--- src/rtl/servo_cmd_scheduler_if.sv ---
// Instruction handshake between the serial instruction receiver (master)
// and the servo command scheduler (slave).
interface servo_cmd_scheduler_if;
    logic       instr_valid;
    logic       instr_ready;
    logic [9:0] instr;

    modport master (output instr_valid, output instr, input instr_ready);
    modport slave  (input instr_valid, input instr, output instr_ready);
endinterface

--- src/rtl/servo_cmd_scheduler.sv ---
// Servo command scheduler: queues 10-bit instructions ({opcode, position})
// and runs them one at a time on the turntable or track servo driver, holding
// each command for a settle period so back-to-back instructions are kept.
// Optional macro LIMIT_SWITCH_EN: track commands finish on the limit switches
// with a timeout that raises a sticky fault; undefined, every command uses
// the settle period and fault stays 0.
module servo_cmd_scheduler #(
    parameter int FIFO_DEPTH     = 4,
    parameter int SETTLE_CYCLES  = 1500000,
    parameter int TIMEOUT_CYCLES = 100000000
) (
    input  logic                        clk,
    input  logic                        reset,
    servo_cmd_scheduler_if.slave        instr_bus,
    input  logic                        stop,
    input  logic                        fault_clear,
    input  logic                        extended,
    input  logic                        retracted,
    output logic                        turntable_enable,
    output logic [7:0]                  turntable_position,
    output logic                        track_enable,
    output logic [7:0]                  track_position,
    output logic                        busy,
    output logic                        cmd_done,
    output logic                        fault,
    output logic [$clog2(FIFO_DEPTH):0] queue_count
);
    localparam int AW = $clog2(FIFO_DEPTH);
    localparam int CW = AW + 1;
    localparam logic [31:0] SETTLE_LAST = 32'(SETTLE_CYCLES - 1);
    localparam logic [1:0] OP_NOP  = 2'b00;
    localparam logic [1:0] OP_TURN = 2'b01;
    localparam logic [1:0] OP_EXT  = 2'b10;
    localparam logic [1:0] OP_RET  = 2'b11;

    typedef enum logic [1:0] {IDLE, LOAD, MOVE} state_t;

    state_t        state, state_next;
    logic [9:0]    mem [FIFO_DEPTH];
    logic [AW-1:0] rd_ptr, wr_ptr;
    logic [CW-1:0] count;
    logic [1:0]    cmd_op;
    logic [7:0]    cmd_pos;
    logic [31:0]   cnt;
    logic          full, empty, push, pop, move_done, timeout, fault_q;

    assign full                  = (count == CW'(FIFO_DEPTH));
    assign empty                 = (count == '0);
    assign instr_bus.instr_ready = !full && !stop && !fault_q;
    assign push                  = instr_bus.instr_valid && instr_bus.instr_ready;
    assign busy                  = (state != IDLE) || !empty;
    assign queue_count           = count;
    assign fault                 = fault_q;

    // Next-state decode: pop in IDLE, decode in LOAD, settle/switch wait in MOVE; stop overrides all.
    always_comb begin
        state_next = state;
        pop        = 1'b0;
        move_done  = 1'b0;
        timeout    = 1'b0;
        case (state)
            IDLE: begin
                if (!empty && !fault_q) begin
                    pop        = 1'b1;
                    state_next = LOAD;
                end
            end
            LOAD: state_next = (cmd_op == OP_NOP) ? IDLE : MOVE;
            MOVE: begin
`ifdef LIMIT_SWITCH_EN
                if (cmd_op == OP_EXT || cmd_op == OP_RET) begin
                    if ((cmd_op == OP_EXT) ? extended : retracted)
                        move_done = 1'b1;
                    else if (cnt >= 32'(TIMEOUT_CYCLES - 1))
                        timeout = 1'b1;
                end else if (cnt >= SETTLE_LAST) begin
                    move_done = 1'b1;
                end
`else
                if (cnt >= SETTLE_LAST)
                    move_done = 1'b1;
`endif
                if (move_done || timeout)
                    state_next = IDLE;
            end
            default: state_next = IDLE;
        endcase
        if (stop) begin
            state_next = IDLE;
            pop        = 1'b0;
            move_done  = 1'b0;
            timeout    = 1'b0;
        end
    end

    // State register.
    always_ff @(posedge clk) begin
        if (reset)
            state <= IDLE;
        else
            state <= state_next;
    end

    // Queue storage; contents need no reset because count gates every read.
    always_ff @(posedge clk) begin
        if (push)
            mem[wr_ptr] <= instr_bus.instr;
    end

    // Queue pointers and occupancy; stop and reset both flush.
    always_ff @(posedge clk) begin
        if (reset || stop) begin
            rd_ptr <= '0;
            wr_ptr <= '0;
            count  <= '0;
        end else begin
            if (push)
                wr_ptr <= wr_ptr + 1'b1;
            if (pop)
                rd_ptr <= rd_ptr + 1'b1;
            case ({push, pop})
                2'b10:   count <= count + 1'b1;
                2'b01:   count <= count - 1'b1;
                default: count <= count;
            endcase
        end
    end

    // Command register, saturating hold counter and the registered servo outputs.
    always_ff @(posedge clk) begin
        if (reset) begin
            cmd_op             <= OP_NOP;
            cmd_pos            <= 8'h00;
            cnt                <= '0;
            turntable_enable   <= 1'b0;
            turntable_position <= 8'h00;
            track_enable       <= 1'b0;
            track_position     <= 8'h00;
            cmd_done           <= 1'b0;
        end else begin
            cmd_done <= move_done;
            if (pop) begin
                cmd_op  <= mem[rd_ptr][9:8];
                cmd_pos <= mem[rd_ptr][7:0];
            end
            if (state == LOAD && state_next == MOVE) begin
                cnt <= '0;
                case (cmd_op)
                    OP_TURN: begin
                        turntable_enable   <= 1'b1;
                        turntable_position <= cmd_pos;
                    end
                    OP_EXT: begin
                        track_enable   <= 1'b1;
                        track_position <= 8'hFF;
                    end
                    OP_RET: begin
                        track_enable   <= 1'b1;
                        track_position <= 8'h00;
                    end
                    default: ;
                endcase
            end else if (state == MOVE && state_next == MOVE) begin
                if (cnt != '1)
                    cnt <= cnt + 1'b1;
            end else begin
                cnt <= '0;
            end
            if (state_next != MOVE) begin
                turntable_enable <= 1'b0;
                track_enable     <= 1'b0;
            end
        end
    end

`ifdef LIMIT_SWITCH_EN
    // Sticky timeout fault; a timeout in the same cycle as fault_clear keeps it set.
    always_ff @(posedge clk) begin
        if (reset)
            fault_q <= 1'b0;
        else if (timeout)
            fault_q <= 1'b1;
        else if (fault_clear)
            fault_q <= 1'b0;
    end
`else
    logic unused_inputs;
    assign fault_q       = 1'b0;
    assign unused_inputs = ^{extended, retracted, fault_clear, timeout, (TIMEOUT_CYCLES != 0)};
`endif
endmodule
--- src/flat_wrapper.sv ---
// flat-port wrapper written by rule: the top's interface ports become plain ports
module servo_cmd_scheduler_flat 
#(
    parameter int FIFO_DEPTH     = 4,
    parameter int SETTLE_CYCLES  = 1500000,
    parameter int TIMEOUT_CYCLES = 100000000
)
  (clk, reset, stop, fault_clear, extended, retracted, turntable_enable, turntable_position, track_enable, track_position, busy, cmd_done, fault, queue_count, instr_bus_instr_valid, instr_bus_instr, instr_bus_instr_ready);
  servo_cmd_scheduler_if instr_bus_i ();
  input  logic clk;
  input  logic reset;
  input  logic stop;
  input  logic fault_clear;
  input  logic extended;
  input  logic retracted;
  output logic turntable_enable;
  output logic [7:0] turntable_position;
  output logic track_enable;
  output logic [7:0] track_position;
  output logic busy;
  output logic cmd_done;
  output logic fault;
  output logic [$clog2(FIFO_DEPTH):0] queue_count;
  input wire logic [$bits(instr_bus_i.instr_valid)-1:0] instr_bus_instr_valid;
  input wire logic [$bits(instr_bus_i.instr)-1:0] instr_bus_instr;
  output wire logic [$bits(instr_bus_i.instr_ready)-1:0] instr_bus_instr_ready;
  assign instr_bus_i.instr_valid = instr_bus_instr_valid;
  assign instr_bus_i.instr = instr_bus_instr;
  assign instr_bus_instr_ready = instr_bus_i.instr_ready;
  servo_cmd_scheduler #(.FIFO_DEPTH(FIFO_DEPTH), .SETTLE_CYCLES(SETTLE_CYCLES), .TIMEOUT_CYCLES(TIMEOUT_CYCLES)) u_core (.clk(clk), .reset(reset), .instr_bus(instr_bus_i), .stop(stop), .fault_clear(fault_clear), .extended(extended), .retracted(retracted), .turntable_enable(turntable_enable), .turntable_position(turntable_position), .track_enable(track_enable), .track_position(track_position), .busy(busy), .cmd_done(cmd_done), .fault(fault), .queue_count(queue_count));
endmodule
--- config.mk ---
export PLATFORM = sky130hd
export DESIGN_NAME = servo_cmd_scheduler_flat
export DESIGN_NICKNAME = d
export VERILOG_FILES = /design/src/rtl/servo_cmd_scheduler_if.sv /design/src/rtl/servo_cmd_scheduler.sv /design/src/flat_wrapper.sv
export SDC_FILE = /design/constraint.sdc
export NUM_CORES = 1
export LEC_CHECK = 0
export CAP_MARGIN = 0
export CELL_PAD_IN_SITES_DETAIL_PLACEMENT = 0
export CELL_PAD_IN_SITES_GLOBAL_PLACEMENT = 1
export CORE_MARGIN = 2
export CORE_UTILIZATION = 40
export DETAILED_ROUTE_END_ITERATION = 6
export PLACE_DENSITY_LB_ADDON = 0.25
export SYNTH_ARGS = -nofsm -noshare
export SYNTH_HDL_FRONTEND = slang
export SYNTH_SLANG_ARGS = --single-unit
--- constraint.sdc ---
create_clock -name clk -period 4.9 [get_ports clk]
set_input_delay 0.98 -clock clk [delete_from_list [all_inputs] [get_ports clk]]
set_output_delay 0.98 -clock clk [all_outputs]
set_load 0.005 [all_outputs]
## Word level (Yosys, flattened, before mapping)

Memory sizes are Yosys's and may differ from the RTL's. A register that Yosys moved wholly into a read port is not among the register bits.
Cells that the tools add are included.

| word-level totals | value |
|---|---|
| register bits | 60 |
| memory bits (writable) | 40 |
| input bits | 17 |
| output and inout bits | 25 |
| word-level logic and storage cells | 66 |
| memories kept | 1 |

| cells by class | value |
|---|---|
| add/subtract/negate cells | 5 |
| order comparisons | 1 |
| eq/ne operators | 11 |
| muxes and demuxes | 14 |
| bitwise operators | 2 |
| reductions and logical operators | 22 |

Memory list:

| memory | depth | bits a word | read ports | clocked after Yosys merged registers in | write ports | line | RTL |
|---|---|---|---|---|---|---|---|
| u_core.mem | 4 | 10 | 1 | 1 | 1 | servo_cmd_scheduler.sv:39 | `logic [9:0] mem [FIFO_DEPTH];` |

Operator list:

| cell | count |
|---|---|
| 32-bit by 1-bit adder with 32-bit output (second input constant) | 1 |
| 32-bit by 21-bit >= comparator with 1-bit output (second input constant) | 1 |
| 32-bit inequality test (second input constant) | 1 |
| 8-bit one-hot mux with 2 select lines | 1 |
| 2-bit equality test (second input constant) | 5 |
| 2-bit two-way mux | 4 |
| 1-bit two-way mux | 7 |
| 2-bit by 1-bit equality test with 1-bit output (second input constant) | 3 |
| 2-bit one-hot mux with 3 select lines | 1 |
| 3-bit one-hot mux with 2 select lines | 1 |
| 2-bit AND reduction | 3 |
| 2-bit nonzero test | 3 |
| 3-bit OR reduction | 2 |
| 2-bit by 1-bit adder with 2-bit output (second input constant) | 2 |
| 1-bit logical AND | 4 |
| 2-bit logical NOT | 2 |
| 2-bit OR reduction | 2 |
| 3-bit by 1-bit adder with 3-bit output (second input constant) | 1 |
| 3-bit equality test (second input constant) | 1 |
| 1-bit logical NOT | 3 |
| 3-bit logical NOT | 1 |
| 3-bit by 1-bit subtractor with 3-bit output (second input constant) | 1 |
| 1-bit logical OR | 2 |
| 2-bit inequality test (second input constant) | 1 |
| 1-bit NOT | 2 |

## Longest topological paths before layout

| logic depth | value |
|---|---|
| depth in word-level cells | 10 |
| gate-level depth with buffers | 10 |

## Least setup slack after synthesis

No wires, ideal clock.

| path | value |
|---|---|
| path kind | input-to-reg |
| start | input stop |
| end | register u_core.count[2], in the netlist u_core.queue_count[2] |
| library setup time | 0.070 ns |
| arrival | 3.107 ns |
| required time | 4.830 ns |
| path slack | 1.723 ns |
| stages | 9 |
| cells stage by stage | or4_1 -> inv_1 -> clkbuf_1 -> ha_1 -> inv_1 -> fa_1 -> xor2_1 -> or3_1 -> a21oi_1 |

| between the ends | value |
|---|---|
| elaborated cells between the ends (all ways) | 9 |
| classes of those cells | eq/ne: 2; mux: 2; reduce/logical: 5 |

RTL lines:

| what | line | RTL |
|---|---|---|
| from (decl) | flat_wrapper.sv:12 | `input logic stop;` |
| 1-bit two-way mux * | servo_cmd_scheduler.sv:88 | `if (stop) begin` |
| net u_core.pop | servo_cmd_scheduler.sv:45 | `logic full, empty, push, pop, move_done, timeout, fault_q;` |
| 2-bit by 1-bit equality test with 1-bit output or 2-bit equality test (tied branches) | servo_cmd_scheduler.sv:121 | `case ({push, pop})` |
| 3-bit one-hot mux with 2 select lines or 2-bit nonzero test (tied branches) | n/a |  |
| to (signal assigned) | servo_cmd_scheduler.sv:122 | `2'b10: count <= count + 1'b1;` |
| to (signal assigned) | servo_cmd_scheduler.sv:123 | `2'b01: count <= count - 1'b1;` |
| to (signal assigned) | servo_cmd_scheduler.sv:124 | `default: count <= count;` |
| to (decl) | servo_cmd_scheduler.sv:41 | `logic [CW-1:0] count;` |

Mark *: on every way through the listed nets, which the timed path passes. The rest lies on a longest branch.
A chain may end at the register's enable or synchronous reset.

## Worst setup path after layout

| path | value |
|---|---|
| start | input stop |
| end | register u_core.count[2], in the netlist u_core.queue_count[2] |

| between the ends | value |
|---|---|
| cells in the longest elaborated chain, start to end | 5 |
| elaborated cells between the ends (all ways) | 9 |
| classes of those cells | eq/ne: 2; mux: 2; reduce/logical: 5 |

Ends and longest elaborated chain:

| what | line | RTL |
|---|---|---|
| 1-bit logical NOT | servo_cmd_scheduler.sv:49 | `assign instr_bus.instr_ready = !full && !stop && !fault_q;` |
| 1-bit logical AND | servo_cmd_scheduler.sv:49 |  |
| 1-bit logical AND | servo_cmd_scheduler.sv:50 | `assign push = instr_bus.instr_valid && instr_bus.instr_ready;` |
| 2-bit by 1-bit equality test with 1-bit output or 2-bit equality test (tied branches) | servo_cmd_scheduler.sv:121 |  |
| 3-bit one-hot mux with 2 select lines or 2-bit nonzero test (tied branches) | n/a |  |

Parallel ways exist; a longest one is shown, timed or not.

==> impl_summary.txt <==
----------------------------------------------------
[Pwr]
  Leak ... between 0.0015 and 0.002 µW
  Logic gate share of total power ... 0.033
  Sum of internal, switching and leakage power ... about 1500 µW
  Clock Power Share ... 0.350
  Sequential share of power ... 0.617
  Pwr per Cell Area ... 305 nW/µm²
  Internal Dissipation ... approximately 1100 µW
  Psw ... between 300 and 400 µW
  Maximum vdd ir drop ... ~0.00020 V
  Switching fraction of total power ... 0.236

[Global routing]
  Grt ovf ... 0
  First-pass GRT wire length ... ~13 mm
  Initial antenna violation count ... 0
  Global-route total usage across every layer ... 0.143
  Vias in the first global route ... between 2000 and 3000
  Largest net degree at the start of global routing ... 25

[Timing]
  Final count of hold timing violations ... 0
  Maximum clock frequency ... 279 MHz
  Actual transition at the worst max-transition pin ... ~0.76 ns
  Worst relative slew slack ... 0.496
  Final max-slew violation count ... 0
  Clock skew ... about 0.014 ns
  Unrepaired setup endpoints after global routing ... no
  Ratio of final minimum period to clock period ... 0.731
  Final Setup Violations ... 0
  Shortest clock period the worst path allows after layout ... 3.58 ns
  Setup TNS Final ... 0 ns

[Yosys]
  Area fraction of the dominant cell type after synthesis ... 0.304
  Synth Area per Inst ... approximately 12 µm²
  Proportion of synthesized area in mux cells ... 0.0807
  Adder-cell share of the synthesized area ... 0.0229
  Main combinational cell family by area after synthesis ... simple AND/OR/NAND/NOR gates
  Most frequent cell after synthesis ... sky130_fd_sc_hd__dfxtp_1
  Count of flip-flops with a built-in enable after synthesis ... 40
  Main area contributors after synthesis ... sky130_fd_sc_hd__dfxtp_1 (30%), sky130_fd_sc_hd__edfxtp_1 (29%), sky130_fd_sc_hd__mux4_2 (5.4%)
  Ys Warns ... 0
  Xor/xnor cell area share of the yosys netlist ... 0.0337
  Most instantiated cells after synthesis ... sky130_fd_sc_hd__dfxtp_1 (63), sky130_fd_sc_hd__edfxtp_1 (40), sky130_fd_sc_hd__nor2_1 (36)
  Post-synthesis simple-gate area fraction ... 0.167
  Gate count of the mapped netlist ... 356
  Compound-Gate Fraction of Synth Area ... 0.0605
  Post-synth design cell area ... 4150 µm²
  Yosys reg bits ... around 100
  Post-synthesis sequential area ratio ... 0.593
  Largest area contributor in the netlist ... sky130_fd_sc_hd__dfxtp_1
  Top_reg_cell synth ... sky130_fd_sc_hd__dfxtp_1
  Distinct cell type count after synthesis ... 46
  Synth async-reset ratio ... 0

[Setup path]
  Worst r2r path cells ... 9
  Setup CP Type ... in -> reg
  Required time of the worst setup path ... between 5 and 6 ns
  Reg-to-reg endpoint ... u_core.queue_count[2]$_SDFFE_PP0P_
  Critical path capture point type ... flip-flop
  Arrival time at the worst endpoint ... between 3 and 4 ns
  Beginning of the worst register-to-register path ... u_core.queue_count[0]$_SDFFE_PP0P_
  R2r setup slk ... around 2.1 ns
  Capture point of the worst path ... u_core.queue_count[2]$_SDFFE_PP0P_
  Startpoint class of the critical path ... primary input
  Critical path peak fanout ... 13
  Critical path origin ... stop

[Routing]
  Avg Vias per Cell ... ~4.9
  First-pass detailed-route iteration total ... 4
  DRT Wirelength ... 7.46 mm
  Count of unresolved DRC violations after routing ... 0
  Via count ... 2646
  Remaining number of nets flagged by the antenna check after routing ... 0
  Number of design-rule violations left by the first detailed-router iteration ... 97
  Wire length per cell ... 13.9 µm

[Clock tree]
  H-tree depth ... 3
  Number of gates resized after cts ... 0
  Total number of clock tree sinks ... 103
  Cts hold-fix bufs ... 0
  Number of buffers between clock root and the deepest sink ... 2
  Root Buffer Master ... sky130_fd_sc_hd__clkbuf_8
  Clock slew at the register clock pins of the worst setup and hold paths ... about 0.10 ns
  CTS tree ... done
  Number of buffers created by CTS ... 9
  Post-CTS setup buffer count ... 0
  Worst-skew pair later-pin latency ... 0.37 ns

[Die]
  Die area ... between 10000 and 15000 µm²
  Number of top-level design ports ... between 40 and 50
  Horizontal die dimension ... ~110 µm
  Vert. Die Dim ... 106 µm
  Core outline area ... between 10000 and 15000 µm²
  Rows ... 37
  Starting density of the core ... 0.408

[Placed design]
  Placed Cells ... 520
  Number of buffer cells added on primary ports ... 37
  Weighted congestion reported at the end of routability-driven placement ... just under 0.8
  HPWL reported at the end of detailed placement ... 5.23 mm

[Outcome]
  Result of the run ... completed

[Final layout]
  Antenna cell count ... 0
  Area growth from synthesis to layout ... 16.1%
  Final instance count without filler cells ... 536
  Share of final-layout standard cells stronger than drive strength 1 ... 0.100
  Final net count ... 419

[Worst hold path]
  Class of the tightest hold or removal check ... reg -> reg

[Job]
  Max-Cap Viols ... 0

----------------------------------------------------
per-stage QoR:
stage,instance area [µm²],setup slack (ns),hold WS (ns),util
floorplan,4200,1.72,0.436,-
global placement,4630,0.931,0.446,0.455
detailed placement,4630,0.891,0.452,0.455
CTS,4820,1.28,0.466,0.473
global route,4820,1.11,0.486,0.473
finish,4820,1.32,0.461,0.473
layer usage:
metal | global-route usage | part of all wire
met3 | 0.0399 | 0.037
met5 | 0 | 0
met4 | 0.0423 | 0.012
met1 | 0.164 | 0.44
met2 | 0.259 | 0.51
cell families (layout without fill, tap and decap cells):
logic type                 count (synthesis)  after routing
and+or+nand+nor                          132            132
DFF                                      103            103
AOI/OAI and AO/OA                         42             42
buffers and inverters                     34             67
muxes                                     21             21
xor gates and xnor gates                  16             16
adders and majority gates                  7              7
other                                      1             12
worst max-delay path: stages:
cell and delay, ns:
sky130_fd_sc_hd__clkdlybuf4s50_1 0.51, sky130_fd_sc_hd__or4_1 0.75, sky130_fd_sc_hd__inv_1 0.38, sky130_fd_sc_hd__ha_1 0.25, sky130_fd_sc_hd__inv_1 0.06, sky130_fd_sc_hd__fa_1 0.37, sky130_fd_sc_hd__xor2_1 0.15, sky130_fd_sc_hd__or3_1 0.30
sky130_fd_sc_hd__a21oi_1 0.13
how the worst min path moves through the flow:
stage | start | end | depth (start not counted)
6_report | u_core.cmd_pos[3]$_SDFFE_PP0P_ | u_core.cmd_pos[3]$_SDFFE_PP0P_ | 2
3_3_place_gp | u_core.cmd_pos[4]$_SDFFE_PP0P_ | u_core.cmd_pos[4]$_SDFFE_PP0P_ | 2
5_1_grt | u_core.cmd_pos[2]$_SDFFE_PP0P_ | u_core.cmd_pos[2]$_SDFFE_PP0P_ | 2
4_1_cts | u_core.cmd_pos[3]$_SDFFE_PP0P_ | u_core.cmd_pos[3]$_SDFFE_PP0P_ | 2
3_5_place_dp | u_core.cmd_pos[3]$_SDFFE_PP0P_ | u_core.cmd_pos[3]$_SDFFE_PP0P_ | 2
2_1_floorplan | u_core.cmd_pos[0]$_SDFFE_PP0P_ | u_core.cmd_pos[0]$_SDFFE_PP0P_ | 2
sequential cells by signal (all words and copies together) (netlist names), 3 cells and up:
signal,cells
u_core.cmd_pos,8
u_core.turntable_position,8
u_core.queue_count,3
u_core.cnt,32
u_core.mem,40
cell usage in the layout, fill, tap and decap left out, drive strengths merged, types with 12 or more instances in the layout:
cell           synthesis  final
dfxtp                 63     63
edfxtp                40     40
clkdlybuf4s50          0     37
nor2                  36     36
nand2                 27     27
a21oi                 26     26
inv                   12     16
nand3                 14     14
conb                   1     12
area by class of cell:
class                           count  area, µm²
Inverter                           12       45.0
Sequential cell                   103       2460
Fill cell                         953       5360
Tap cell                          136        170
Clock inverter                      7       66.3
Clock buffer                        9        124
Multi-Input combinational cell    230       1570
Timing Repair Buffer               39        385
power by group through the flow:
stage / Sequential (µW) / Combinational [µW] / Clock, µW
after detailed placement: 929 / 49.0 / 0
after floorplan: 926 / 27.2 / 0
after global placement: 928 / 48.1 / 0
after global routing: 911 / 54.9 / 567
final: 909 / 48.4 / 515
after CTS: 909 / 49.1 / 535
(Power assumes the default switching activity.)
